## src/rtl/stochastic_sampler.sv

```systemverilog
// stochastic_sampler
//   Collects NUM_UNITS Bernoulli samples, one per accepted probability, and
//   packs them into a word. Each sample is 1 when rand_in < prob_in.
//
// Ports
//   clk, reset            : clock, asynchronous active-high reset
//   start                 : begin a batch (honoured only in IDLE)
//   rand_in               : uniform random operand, fresh every cycle
//   prob_in / prob_valid  : firing probability (2^DATA_WIDTH == 1.0), valid flag
//   prob_ready            : sampler is accepting probabilities
//   sample_word           : packed unit states of the last completed batch
//   ones_count            : population count of sample_word
//   out_valid / out_ready : output handshake
//   busy                  : state machine is not IDLE
//
// state  | meaning
// IDLE   | waiting for start
// SAMPLE | accepting prob_in transfers, one sample bit each
// OUTPUT | presenting the completed word until out_ready
module stochastic_sampler #(
  parameter int DATA_WIDTH = 16,
  parameter int NUM_UNITS  = 8
) (
  input  logic                           clk,
  input  logic                           reset,
  input  logic                           start,
  input  logic [DATA_WIDTH-1:0]          rand_in,
  input  logic [DATA_WIDTH-1:0]          prob_in,
  input  logic                           prob_valid,
  output logic                           prob_ready,
  output logic [NUM_UNITS-1:0]           sample_word,
  output logic [$clog2(NUM_UNITS+1)-1:0] ones_count,
  output logic                           out_valid,
  input  logic                           out_ready,
  output logic                           busy
);

  localparam int CW = $clog2(NUM_UNITS + 1);

  typedef enum logic [1:0] {
    IDLE   = 2'd0,
    SAMPLE = 2'd1,
    OUTPUT = 2'd2
  } state_t;

  state_t               state_q, state_d;
  logic [CW-1:0]        cnt_q, cnt_d;
  logic [NUM_UNITS-1:0] word_q, word_d;
  logic [CW-1:0]        ones_q, ones_d;
  logic [NUM_UNITS-1:0] sample_word_q, sample_word_d;
  logic [CW-1:0]        ones_count_q, ones_count_d;
  logic                 out_valid_q, out_valid_d;

  logic                 samp_bit;
  logic                 xfer;
  logic                 last_xfer;

  assign samp_bit  = (rand_in < prob_in);
  assign xfer      = (state_q == SAMPLE) && prob_valid;
  assign last_xfer = xfer && (cnt_q == CW'(NUM_UNITS - 1));

  always_comb begin
    state_d       = state_q;
    cnt_d         = cnt_q;
    word_d        = word_q;
    ones_d        = ones_q;
    sample_word_d = sample_word_q;
    ones_count_d  = ones_count_q;
    out_valid_d   = out_valid_q;

    case (state_q)
      IDLE: begin
        if (start) begin
          state_d = SAMPLE;
          cnt_d   = '0;
          word_d  = '0;
          ones_d  = '0;
        end
      end
      SAMPLE: begin
        if (xfer) begin
          // Loop-based bit insert keeps the index width independent of CW.
          for (int i = 0; i < NUM_UNITS; i++) begin
            if (cnt_q == CW'(i)) word_d[i] = samp_bit;
          end
          ones_d = ones_q + CW'(samp_bit);
          cnt_d  = cnt_q + CW'(1);
          if (last_xfer) begin
            state_d       = OUTPUT;
            sample_word_d = word_d;
            ones_count_d  = ones_d;
            out_valid_d   = 1'b1;
          end
        end
      end
      OUTPUT: begin
        if (out_ready) begin
          state_d     = IDLE;
          out_valid_d = 1'b0;
        end
      end
      default: begin
        state_d     = IDLE;
        out_valid_d = 1'b0;
      end
    endcase
  end

  always_ff @(posedge clk or posedge reset) begin
    if (reset) begin
      state_q       <= IDLE;
      cnt_q         <= '0;
      word_q        <= '0;
      ones_q        <= '0;
      sample_word_q <= '0;
      ones_count_q  <= '0;
      out_valid_q   <= 1'b0;
    end else begin
      state_q       <= state_d;
      cnt_q         <= cnt_d;
      word_q        <= word_d;
      ones_q        <= ones_d;
      sample_word_q <= sample_word_d;
      ones_count_q  <= ones_count_d;
      out_valid_q   <= out_valid_d;
    end
  end

  assign prob_ready  = (state_q == SAMPLE);
  assign busy        = (state_q != IDLE);
  assign sample_word = sample_word_q;
  assign ones_count  = ones_count_q;
  assign out_valid   = out_valid_q;

endmodule
```

## config.mk

```make
export PLATFORM = sky130hd
export DESIGN_NAME = stochastic_sampler
export DESIGN_NICKNAME = d
export VERILOG_FILES = /design/src/rtl/stochastic_sampler.sv
export SDC_FILE = /design/constraint.sdc
export NUM_CORES = 1
export LEC_CHECK = 0
export CAP_MARGIN = 10
export CORE_MARGIN = 5
export CORE_UTILIZATION = 53
export CTS_BUF_LIST = sky130_fd_sc_hd__clkbuf_4
export DETAILED_ROUTE_END_ITERATION = 8
export GPL_TIMING_DRIVEN = 0
export PLACE_DENSITY = 0.88
export SETUP_SLACK_MARGIN = 0.15
export SLEW_MARGIN = 0
export SYNTH_ARGS = -nofsm -noshare
export SYNTH_HDL_FRONTEND = slang
export SYNTH_SLANG_ARGS = --single-unit
```

## constraint.sdc

```tcl
create_clock -name clk -period 4.5 [get_ports clk]
set_input_delay 0.675 -clock clk [delete_from_list [all_inputs] [get_ports clk]]
set_output_delay 0.675 -clock clk [all_outputs]
set_load 0.02 [all_outputs]
```

== After elaboration in Yosys (flattened, before gate mapping) ==
Cells that the tools add are included.

* $add $sub $neg: 2
* Magnitude comparators: 1
* Equal/unequal tests: 13
* Multiplexer cells: 25
* Bitwise gates (word level): 1
* Reductions and logical operators: 10

{| class="wikitable"
|+ Operators by type and width
! cell !! number
|-
| 4-bit by 3-bit == test with 1-bit output (second input constant) || 4
|-
| 16-bit less-than comparator || 1
|-
| 8-bit 2-to-1 mux || 2
|-
| 4-bit one-hot mux with 2 select lines || 2
|-
| 8-bit one-hot mux with 2 select lines || 1
|-
| 4-bit 2-to-1 mux || 3
|-
| 1-bit 2-to-1 mux || 11
|-
| 4-bit by 2-bit == test with 1-bit output (second input constant) || 2
|-
| 2-bit 2-to-1 mux || 4
|-
| 4-bit AND reduction || 2
|-
| 2-bit one-hot mux with 3 select lines || 1
|-
| 3-bit AND reduction || 2
|-
| 4-bit by 1-bit adder with 4-bit output || 1
|-
| 4-bit by 1-bit adder with 4-bit output (second input constant) || 1
|-
| 4-bit by 1-bit == test with 1-bit output (second input constant) || 1
|-
| 4-bit zero test || 1
|-
| 2-bit by 1-bit inequality test with 1-bit output (second input constant) || 2
|-
| 2-bit inequality test (second input constant) || 2
|-
| 2-bit nonzero test || 2
|-
| 1-bit one-hot mux with 3 select lines || 1
|-
| 2-bit by 1-bit == test with 1-bit output (second input constant) || 1
|-
| 2-bit == test (second input constant) || 1
|-
| 1-bit logical AND || 2
|-
| 2-bit zero test || 1
|-
| 1-bit inverter || 1
|}

* Flip-flop bits (word level): 31

== Depth between registers and ports, before layout ==
Gate-level depths: netlist of run 1.

* Word-level depth: 6
* Depth in mapped cells: 12
* Mapped depth without buffers: 12

== Worst setup path after synthesis of run 1 ==
No wires, ideal clock.

* Path kind: input to register
* Start: input prob_in[15]
* End: register ones_q[1]
* Library setup time: 121 ps
* Data arrival time: 2,556 ps
* Data required time: 4,379 ps
* Path slack: 1,823 ps
* Cell stages on the path: 10
* Buffers on the path: 0
* Cells stage by stage: inv_1 > ha_1 > and4_1 > nand3_1 > or4b_1 > nand3_2 > inv_1 > ha_1 > ha_1 > a22o_1

* Word-level cells in the longest chain between the ends: 4

{| class="wikitable"
|+ RTL lines
! item !! line !! text
|-
| from (decl) || 28 || <nowiki>input logic [DATA_WIDTH-1:0] prob_in,</nowiki>
|-
| 16-bit less-than comparator || 58 || <nowiki>assign samp_bit = (rand_in < prob_in);</nowiki>
|-
| 4-bit by 1-bit adder with 4-bit output || 86 || <nowiki>ones_d = ones_q + CW'(samp_bit);</nowiki>
|-
| 4-bit 2-to-1 mux || 81 || <nowiki>if (xfer) begin</nowiki>
|-
| 4-bit one-hot mux with 2 select lines || 71 || <nowiki>case (state_q)</nowiki>
|-
| to (signal assigned) || 122 || <nowiki>ones_q <= ones_d;</nowiki>
|-
| to (decl) || 49 || <nowiki>logic [CW-1:0] ones_q, ones_d;</nowiki>
|}

No other way between the ends. The select of a mux whose other input is x is not followed.
A chain may end at the register's enable or synchronous reset.

== Worst setup path in the final report of run 1 ==
Same ends and word-level chain as after synthesis.

==> results of run 1 <==
==> where the power goes <==
group | internal, W | total (W) | switching, W
clock network | 0.0000645 | 0.000155 | 0.0000908
registers | 0.000372 | 0.000445 | 0.0000729
logic | 0.000244 | 0.000543 | 0.000299
total | 0.000680 | 0.00114 | 0.000463
==> state kept, by name, summed over array words and instances, names as in the netlist <==
signal / cells
sample_word: 8
ones_count: 4
word_q: 7
ones_q: 4
state_q: 2
cnt_q: 4
out_valid: 1
==> critical path, cell delays in order <==
cell and delay, ns:
clkdlybuf4s50_1 0.45, inv_1 0.04, ha_1 0.29, and4_1 0.26, nand3_1 0.08, or4b_1 0.48, nand3_2 0.13, inv_1 0.05
ha_1 0.18, ha_1 0.30, a22o_1 0.21
==> cells by family (layout without fill, tap and decap cells) <==
| logic type | after synthesis | in the layout | share of synthesized area, % |
|---|---|---|---|
| buffers and inverters | 28 | 88 | 6.288 |
| AO/OA/AOI/OAI | 49 | 49 | 18.25 |
| XOR/XNOR | 4 | 4 | 1.935 |
| AND/OR/NAND/NOR | 69 | 69 | 17.55 |
| flip-flops | 30 | 30 | 41.47 |
| adder cells (fa/ha/maj) | 21 | 21 | 14.51 |
==> path summary, 6_finish.rpt <==
path / slack [ns] / cells after the start / end / start
setup / recovery: 1.57 / 11 / ones_q[1]$_DFFE_PP0P_ / prob_in[15]
hold / removal: 0.48 / 2 / ones_count[1]$_DFFE_PP0P_ / ones_count[1]$_DFFE_PP0P_
setup reg to reg: 2.64 / 6 / word_q[5]$_DFFE_PP0P_ / state_q[0]$_DFFE_PP0P_
hold reg to reg: 0.48 / 2 / ones_count[1]$_DFFE_PP0P_ / ones_count[1]$_DFFE_PP0P_
max in group asynchronous: 3.50 / 3 / ones_q[0]$_DFFE_PP0P_ / reset
min in group asynchronous: 0.59 / 2 / sample_word[0]$_DFFE_PP0P_ / reset
==> layout make-up <==
type,count,area [sq um],share of cell area [%]
Timing Repair Buffer,52,538.0,21.87
Sequential cell,30,750.7,30.52
Buffer,8,38.79,1.577
Multi-Input combinational cell,143,945.9,38.45
Inverter,20,75.07,3.052
Tap cell,46,57.56,2.340
Clock inverter,2,8.758,0.3561
Clock buffer,6,45.04,1.831
==> layout by cell type, fill, tap and decap left out, drive strengths merged, types with 2 or more instances in the layout <==
cell type      netlist  layout
a21oi               14      14
a22o                 3       3
and3                 4       4
buf                  2       3
clkbuf               6      12
clkdlybuf4s50        0      51
clkinv               0       2
dfrtp               30      30
ha                  21      21
inv                 20      20
nand2               35      35
nand3                9       9
nand4                2       2
nor2                11      11
nor2b                2       2
o21ai               20      20
o31ai                7       7
xor2                 3       3
==> per-stage QoR <==
| stage | util (%) | std cells |
|---|---|---|
| floorplan | - | 201 |
| global route | 74.30 | 307 |
| detailed placement | 71.84 | 298 |
| global placement | 71.84 | 298 |
| CTS | 73.47 | 306 |
| finish | 74.30 | 307 |
==> routing by layer <==
metal / part of all wire (%) / vias to the layer above / GRT usage [%]
li1: - / 803 / -
met1: 38 / 763 / 20.99
met2: 52 / 53 / 34.33
met3: 8.7 / 6 / 5.747
met4: 1.4 / 0 / 7.444
met5: 0 / - / 0
==> run summary, run 1 <==
drt wl/cell - 13.50 um
Clk Latency, worst-skew pair - 0.33 ns
Worst Path Max Fanout - 3
Max-Cap Viols - 0
Synth-to-Final Area Change - 35.87%
worst slew pin tran - 0.5333 ns
via count - 1625
Synth area leaders - dfrtp_1, ha_1, nand2_1
CTS Root Cell - clkbuf_4
Cells after Synth - 201
maximum clock frequency - 0.3418 GHz
most numerous cell in the Yosys netlist - nand2_1
final wirelength - 4146 um
Layout fillers - 248
worst path required time - 4.73 ns
CP Class - input port to flop
Final Power - 0.001143 W
min setup slack post-route - 1.574 ns
main flop type after synthesis - dfrtp_1
Residual DRC - 0
GRT Overall Usage - 19.19%
Data arrival, critical path - 3.16 ns
Worst Setup End Kind - flop
total gr overflow - 0
Slew HR - 64.45%
pre-CTS setup slack - 1.207 ns
ANT cells - 0
layout cells sized above 1 - 8.429%
I/O pin total - 52
EDFF count, synth - 0
num rows - 21
PwrDens - 464.6 mW/mm^2
port bufs - 51
Seq/Total Area, Yosys - 41.47%
Max Root-Sink Buffers - 2
Setup Skew - 0.009565 ns
core area - 0.003311 sq mm
largest net degree at the start of global routing - 31
Final Max Tran Viols - 0
Initial Util - 54.69%
minimum clock period - 2.926 ns
Layout Nets - 318
Avg Inst Size Synth - 9.007 sq um
antenna-violating nets left - 0
clock slew at the register clock pins of the worst setup and hold paths - 0.09 ns
Yosys top cell area share - 41.47%
Cell Area, Synth - 0.001810 sq mm
CTS tree - yes
Leak - 1.198 nW
vias in the first global route - 1580
clock buffer count from CTS - 5
antenna violations before repair - 0
Setup Fix Bufs, Post-CTS - 0
#FFs+latches synth - 30
Tcrit/Tclk final - 65.02%
asr flop ratio synth - 100.0%
RSZ-0062 raised after global routing - no
drt first-iter violations - 74
setup violators final - 0
CTS H-Tree Depth - 2
die width - 68.45 um
Commonest cells post-synth - nand2_1, dfrtp_1, ha_1, inv_1, o21ai_0
DP Area - 0.002379 sq mm
Final Cell Area - 0.002460 sq mm
Hold Slack - 0.4806 ns
die height - 68.45 um
Yosys Warn Count - 0
# clock sinks - 30
area leader, netlist - dfrtp_1
Avg Vias per Cell - 5.293
DIE AREA - 0.004685 sq mm
Post-CTS Resized - 0
Syn Nets - 259
first-pass iteration count of the detailed router - 4
startpoint class of the critical path - input port
cts hold-fix bufs - 0
Hold Crit Class - flop to flop
post-synthesis cell type count - 32
gp weighted congestion - 0.8088
final hold vios - 0
Peak VDD IR - 0.2012 mV
Detail Placement HPWL - 3215 um
Setup TNS - 0 ns
first-pass GRT wire length - 6603 um
outcome - finished, final reports clean
Note: power is estimated with default switching activity, not from simulation.
==> run 2, diff against run 1 <==
CORE_UTILIZATION = 49   (was 53)
PLACE_DENSITY = 0.82   (was 0.88)
clock period = 3.1 ns   (was 4.5 ns; I/O delays follow)
==> run 2 against run 1 <==
Effect of this change:
- largest cell class unchanged
- sequential cell count did not move
- final cell count rose by 0.65%
- count of clock-buffer cells in the layout is 1 lower
==> run summary, run 2 (synthesized netlist as in run 1, its figures left out) <==
outcome - finished, final reports clean
Internal - 0.0009740 W
antenna violations before repair - 0
worst r2r src - state_q[0]$_DFFE_PP0P_
Clock Power Share - 13.0%
# clock sinks - 30
largest net degree at the start of global routing - 31
first-pass iteration count of the detailed router - 4
final hold vios - 0
Post-CTS Resized - 0
minimum clock period - 2.735 ns
CTS Root Cell - clkbuf_4
reg2reg setup slack - 1.33 ns
cts hold-fix bufs - 0
RSZ-0062 raised after global routing - no
max FFs per register - 8
via count - 1613
Data arrival, critical path - 2.96 ns
Setup Fix Bufs, Post-CTS - 0
vias in the first global route - 1500
CTS tree - yes
Tcrit/Tclk final - 88.23%
I/O pin total - 52
reg2reg path depth - 6
CTS H-Tree Depth - 2
Hold Slack - 0.4612 ns
Setup Skew - 0.007968 ns
commonest non-fill, non-tap cell in the layout - clkdlybuf4s50_1
Setup TNS - 0 ns
Initial Util - 49.83%
Final Max Tran Viols - 0
Worst Setup End Kind - flop
drt wl/cell - 12.78 um
Leak - 1.192 nW
Max Root-Sink Buffers - 2
Synth-to-Final Area Change - 35.73%
Residual DRC - 0
GRT Overall Usage - 15.83%
Seq pwr share - 39.4%
worst slew pin tran - 0.5367 ns
Hold Crit Class - input port to asynchronous set/reset pin
maximum clock frequency - 0.3656 GHz
multi-input logic area - 945.9 sq um
final wirelength - 3950 um
Slew HR - 64.18%
Comb power frac - 47.6%
Max-Cap Viols - 0
first-pass GRT wire length - 6285 um
core area - 0.003633 sq mm
sw power - 0.0006650 W
switching power share of the total - 40.57%
register area - 750.7 sq um
layout cells sized above 1 - 7.663%
total gr overflow - 0
Clk Latency, worst-skew pair - 0.33 ns
setup violators final - 0
Peak VDD IR - 0.2503 mV
gp weighted congestion - 0.7585
Worst Path Max Fanout - 3
port bufs - 51
clock slew at the register clock pins of the worst setup and hold paths - 0.09 ns
antenna-violating nets left - 0
startpoint class of the critical path - input port
die width - 70.79 um
Avg Vias per Cell - 5.220
DIE AREA - 0.005011 sq mm
worst path required time - 3.32 ns
PwrDens - 667.0 mW/mm^2
most frequent cells in the layout - clkdlybuf4s50_1, nand2_1, dfrtp_1
Detail Placement HPWL - 3066 um
CP Class - input port to flop
ANT cells - 0
die height - 70.79 um
num rows - 22
drt first-iter violations - 95
R2R Path End - word_q[6]$_DFFE_PP0P_
Layout Nets - 318
clock buffer count from CTS - 5
Layout fillers - 321
run 2: cell types whose count changed in the layout (fill, tap and decap cells not counted), sizes merged:
cell / previous run / this run
clkbuf: 12 / 11
clkinv: 2 / 3
run 2: worst max-delay path by stage:
stage / startpoint / to / slack [ns]
final: prob_in[15] / ones_q[1]$_DFFE_PP0P_ / 0.36
after global routing: prob_in[15] / ones_q[2]$_DFFE_PP0P_ / 0.19
after CTS: prob_in[15] / ones_q[1]$_DFFE_PP0P_ / 0.36
after detailed placement: prob_in[15] / ones_q[1]$_DFFE_PP0P_ / 0.02
after global placement: prob_in[15] / ones_q[1]$_DFFE_PP0P_ / 0.06
after floorplan: prob_in[15] / ones_q[1]$_DFFE_PP0P_ / 0.63
run 2: final cells by class:
cell class / instances / area share (%)
timing repair buffer: 52 / 21.89
sequential: 30 / 30.55
multi-input combinational: 143 / 38.49
buffer: 8 / 1.578
clock buffer: 5 / 1.527
tap: 48 / 2.444
inverter: 20 / 3.055
clock inverter: 3 / 0.4582
run 2: worst max-delay path, cell delays in order:
cell	delay [ns]
clkdlybuf4s50_1	0.45
inv_1	0.04
ha_1	0.31
and4_1	0.25
nand3_1	0.08
or4b_1	0.48
nand3_2	0.12
inv_1	0.05
ha_1	0.19
ha_1	0.30
a22o_1	0.22
run 2: metal layers:
metal	vias up	global-route usage (%)	wire length, um
met5	-	0	0
met1	760	17.22	1592
li1	805	-	-
met3	5	4.403	255
met2	43	28.63	2057
met4	0	6.681	44
run 2: through the flow:
step	power, W	area (sq um)	instances	util (%)	setup WS (ns)
after global routing	0.001766	2457	309	67.63	0.1892
final	0.001639	2457	309	67.63	0.3647
after global placement	0.001391	2381	300	65.53	0.05646
after CTS	0.001637	2430	308	66.87	0.3572
after floorplan	0.001127	1810	201	-	0.6329
after detailed placement	0.001422	2381	300	65.53	0.01512
run 2: power groups by stage:
stage | Combinational, W | Clock (W) | Sequential (W)
6_report | 0.000780 | 0.000214 | 0.000645
5_1_grt | 0.000859 | 0.000239 | 0.000668
4_1_cts | 0.000775 | 0.000219 | 0.000643
3_5_place_dp | 0.000771 | 0 | 0.000651
3_3_place_gp | 0.000749 | 0 | 0.000642
2_1_floorplan | 0.000429 | 0 | 0.000698
==> run 3, diff against run 2 <==
GPL_TIMING_DRIVEN = default   (was 0)
PLACE_DENSITY = 0.89   (was 0.82)
==> run 3 against run 2 <==
Effect of this change:
- via count fell by 3.9%
- core utilization fell by 0.86 points
- sequential share of layout area rose by 0.39 points
- clock power barely moved
- final cell count fell by 1.6%
- largest power group unchanged
- non-clock buffer count fell by 5
- clock skew rose by 0.00097 ns
- sequential power rose by 0.6%
==> run summary, run 3 (synthesized netlist as in run 1, its figures left out) <==
crit-path cells - clkdlybuf4s50_1, inv_1, ha_1, and4_1, nand3_1, or4b_1, nand3_2, inv_1, ha_1, ha_1, a22o_1
final instance count without filler cells - 304
CP Class - input port to flop
Setup TNS - 0 ns
CTS Root Cell - clkbuf_4
Residual DRC - 0
total gr overflow - 0
register area - 750.7 sq um
core area - 0.003633 sq mm
worst path required time - 3.32 ns
Detail Placement HPWL - 3030 um
DIE AREA - 0.005011 sq mm
final wirelength - 3804 um
drt wl/cell - 12.51 um
cts hold-fix bufs - 0
family with the most delay on the worst path - simple AND/OR/NAND/NOR gates
# clock sinks - 30
drt first-iter violations - 112
outcome - finished, final reports clean
placed cells - 296
Final Max Tran Viols - 0
Leak - 1.181 nW
Final Cell Area - 0.002426 sq mm
Setup Skew - 0.008936 ns
Worst Setup End Kind - flop
maximum clock frequency - 0.3738 GHz
CTS tree - yes
Data arrival, critical path - 2.89 ns
layout cells sized above 1 - 8.984%
I/O pin total - 52
clock buffer count from CTS - 5
CP max stage delay - 0.48 ns
Clk Latency, worst-skew pair - 0.33 ns
gp weighted congestion - 0.8069
Max Root-Sink Buffers - 2
Peak VDD IR - 0.2414 mV
ANT cells - 0
minimum clock period - 2.675 ns
worst slew pin tran - 0.5155 ns
Initial Util - 49.83%
vias in the first global route - 1516
final hold vios - 0
most frequent CP cell - ha_1
Setup Fix Bufs, Post-CTS - 0
first-pass GRT wire length - 6596 um
Synth-to-Final Area Change - 34.00%
multi-input logic area - 945.9 sq um
via count - 1550
DP Area - 0.002372 sq mm
GRT Overall Usage - 16.26%
port bufs - 51
Hold Crit Class - flop to flop
Post-CTS Resized - 0
setup violators final - 0
Final Core Density - 66.77%
Worst Path Max Fanout - 3
PwrDens - 673.1 mW/mm^2
max FFs per register - 8
Tcrit/Tclk final - 86.30%
startpoint class of the critical path - input port
die height - 70.79 um
CTS H-Tree Depth - 2
CP max-delay cell - or4b_1
largest net degree at the start of global routing - 31
most frequent cells in the layout - clkdlybuf4s50_1, nand2_1, dfrtp_1
Slew HR - 65.56%
Layout Nets - 313
antenna violations before repair - 0
num rows - 22
RSZ-0062 raised after global routing - no
commonest non-fill, non-tap cell in the layout - clkdlybuf4s50_1
Avg Vias per Cell - 5.099
clock slew at the register clock pins of the worst setup and hold paths - 0.10 ns
first-pass iteration count of the detailed router - 4
Max-Cap Viols - 0
Hold Slack - 0.4765 ns
die width - 70.79 um
antenna-violating nets left - 0
Layout fillers - 306
CP bufs+invs - 3
## run 3: cell types whose count changed in the layout (fill, tap and decap cells not counted), sizes merged
cell	previous run	this run
clkinvlp	0	1
clkbuf	11	5
clkinv	3	2
buf	3	4
## run 3: final timing paths
path                                                    to                    from  cells past startpoint  slack [ns]
worst max-delay path                 ones_q[1]$_DFFE_PP0P_             prob_in[15]                     11        0.42
worst min-delay path            sample_word[0]$_DFFE_PP0P_   word_q[0]$_DFFE_PP0P_                      2        0.48
worst max register to register  sample_word[4]$_DFFE_PP0P_  state_q[1]$_DFFE_PP0P_                      5        1.23
worst min register to register  sample_word[0]$_DFFE_PP0P_   word_q[0]$_DFFE_PP0P_                      2        0.48
max in group asynchronous            ones_q[1]$_DFFE_PP0P_                   reset                      3        2.33
min in group asynchronous            word_q[1]$_DFFE_PP0P_                   reset                      3        0.49
## run 3: per-layer routing
metal  GRT usage [%]  vias to the layer above  wire (um)
met5               0                        -          0
met2           28.73                       41       1935
met4           5.846                        0         27
li1                -                      788          -
met3           5.540                        4        252
met1           18.07                      717       1588
## run 3: layout make-up
type / instances / share of cell area, %
well taps: 48 / 2.475
clock buffers: 5 / 1.547
repair buffers: 55 / 22.28
flip-flops and latches: 30 / 30.94
multi-input cells: 143 / 38.99
clock inverters: 3 / 0.6704
inverters: 20 / 3.094
## run 3: metrics by stage
step	setup WS, ns	power, W
after floorplan	0.6329	0.001127
final	0.4247	0.001633
after global routing	0.3226	0.001779
after detailed placement	0.07390	0.001427
after CTS	0.4296	0.001650
after global placement	0.1435	0.001385
## run 3: worst min-delay path, delay by kind of cell (launching register included)
kind             cells  cell delay (ns)
flip-flops           1             0.35
AND/OR/NAND/NOR      2             0.10
## run 3: report_power, final
part / internal, W / switching (W)
clock network: 0.0000841 / 0.000133
registers: 0.000540 / 0.000109
logic: 0.000349 / 0.000418
total: 0.000973 / 0.000660
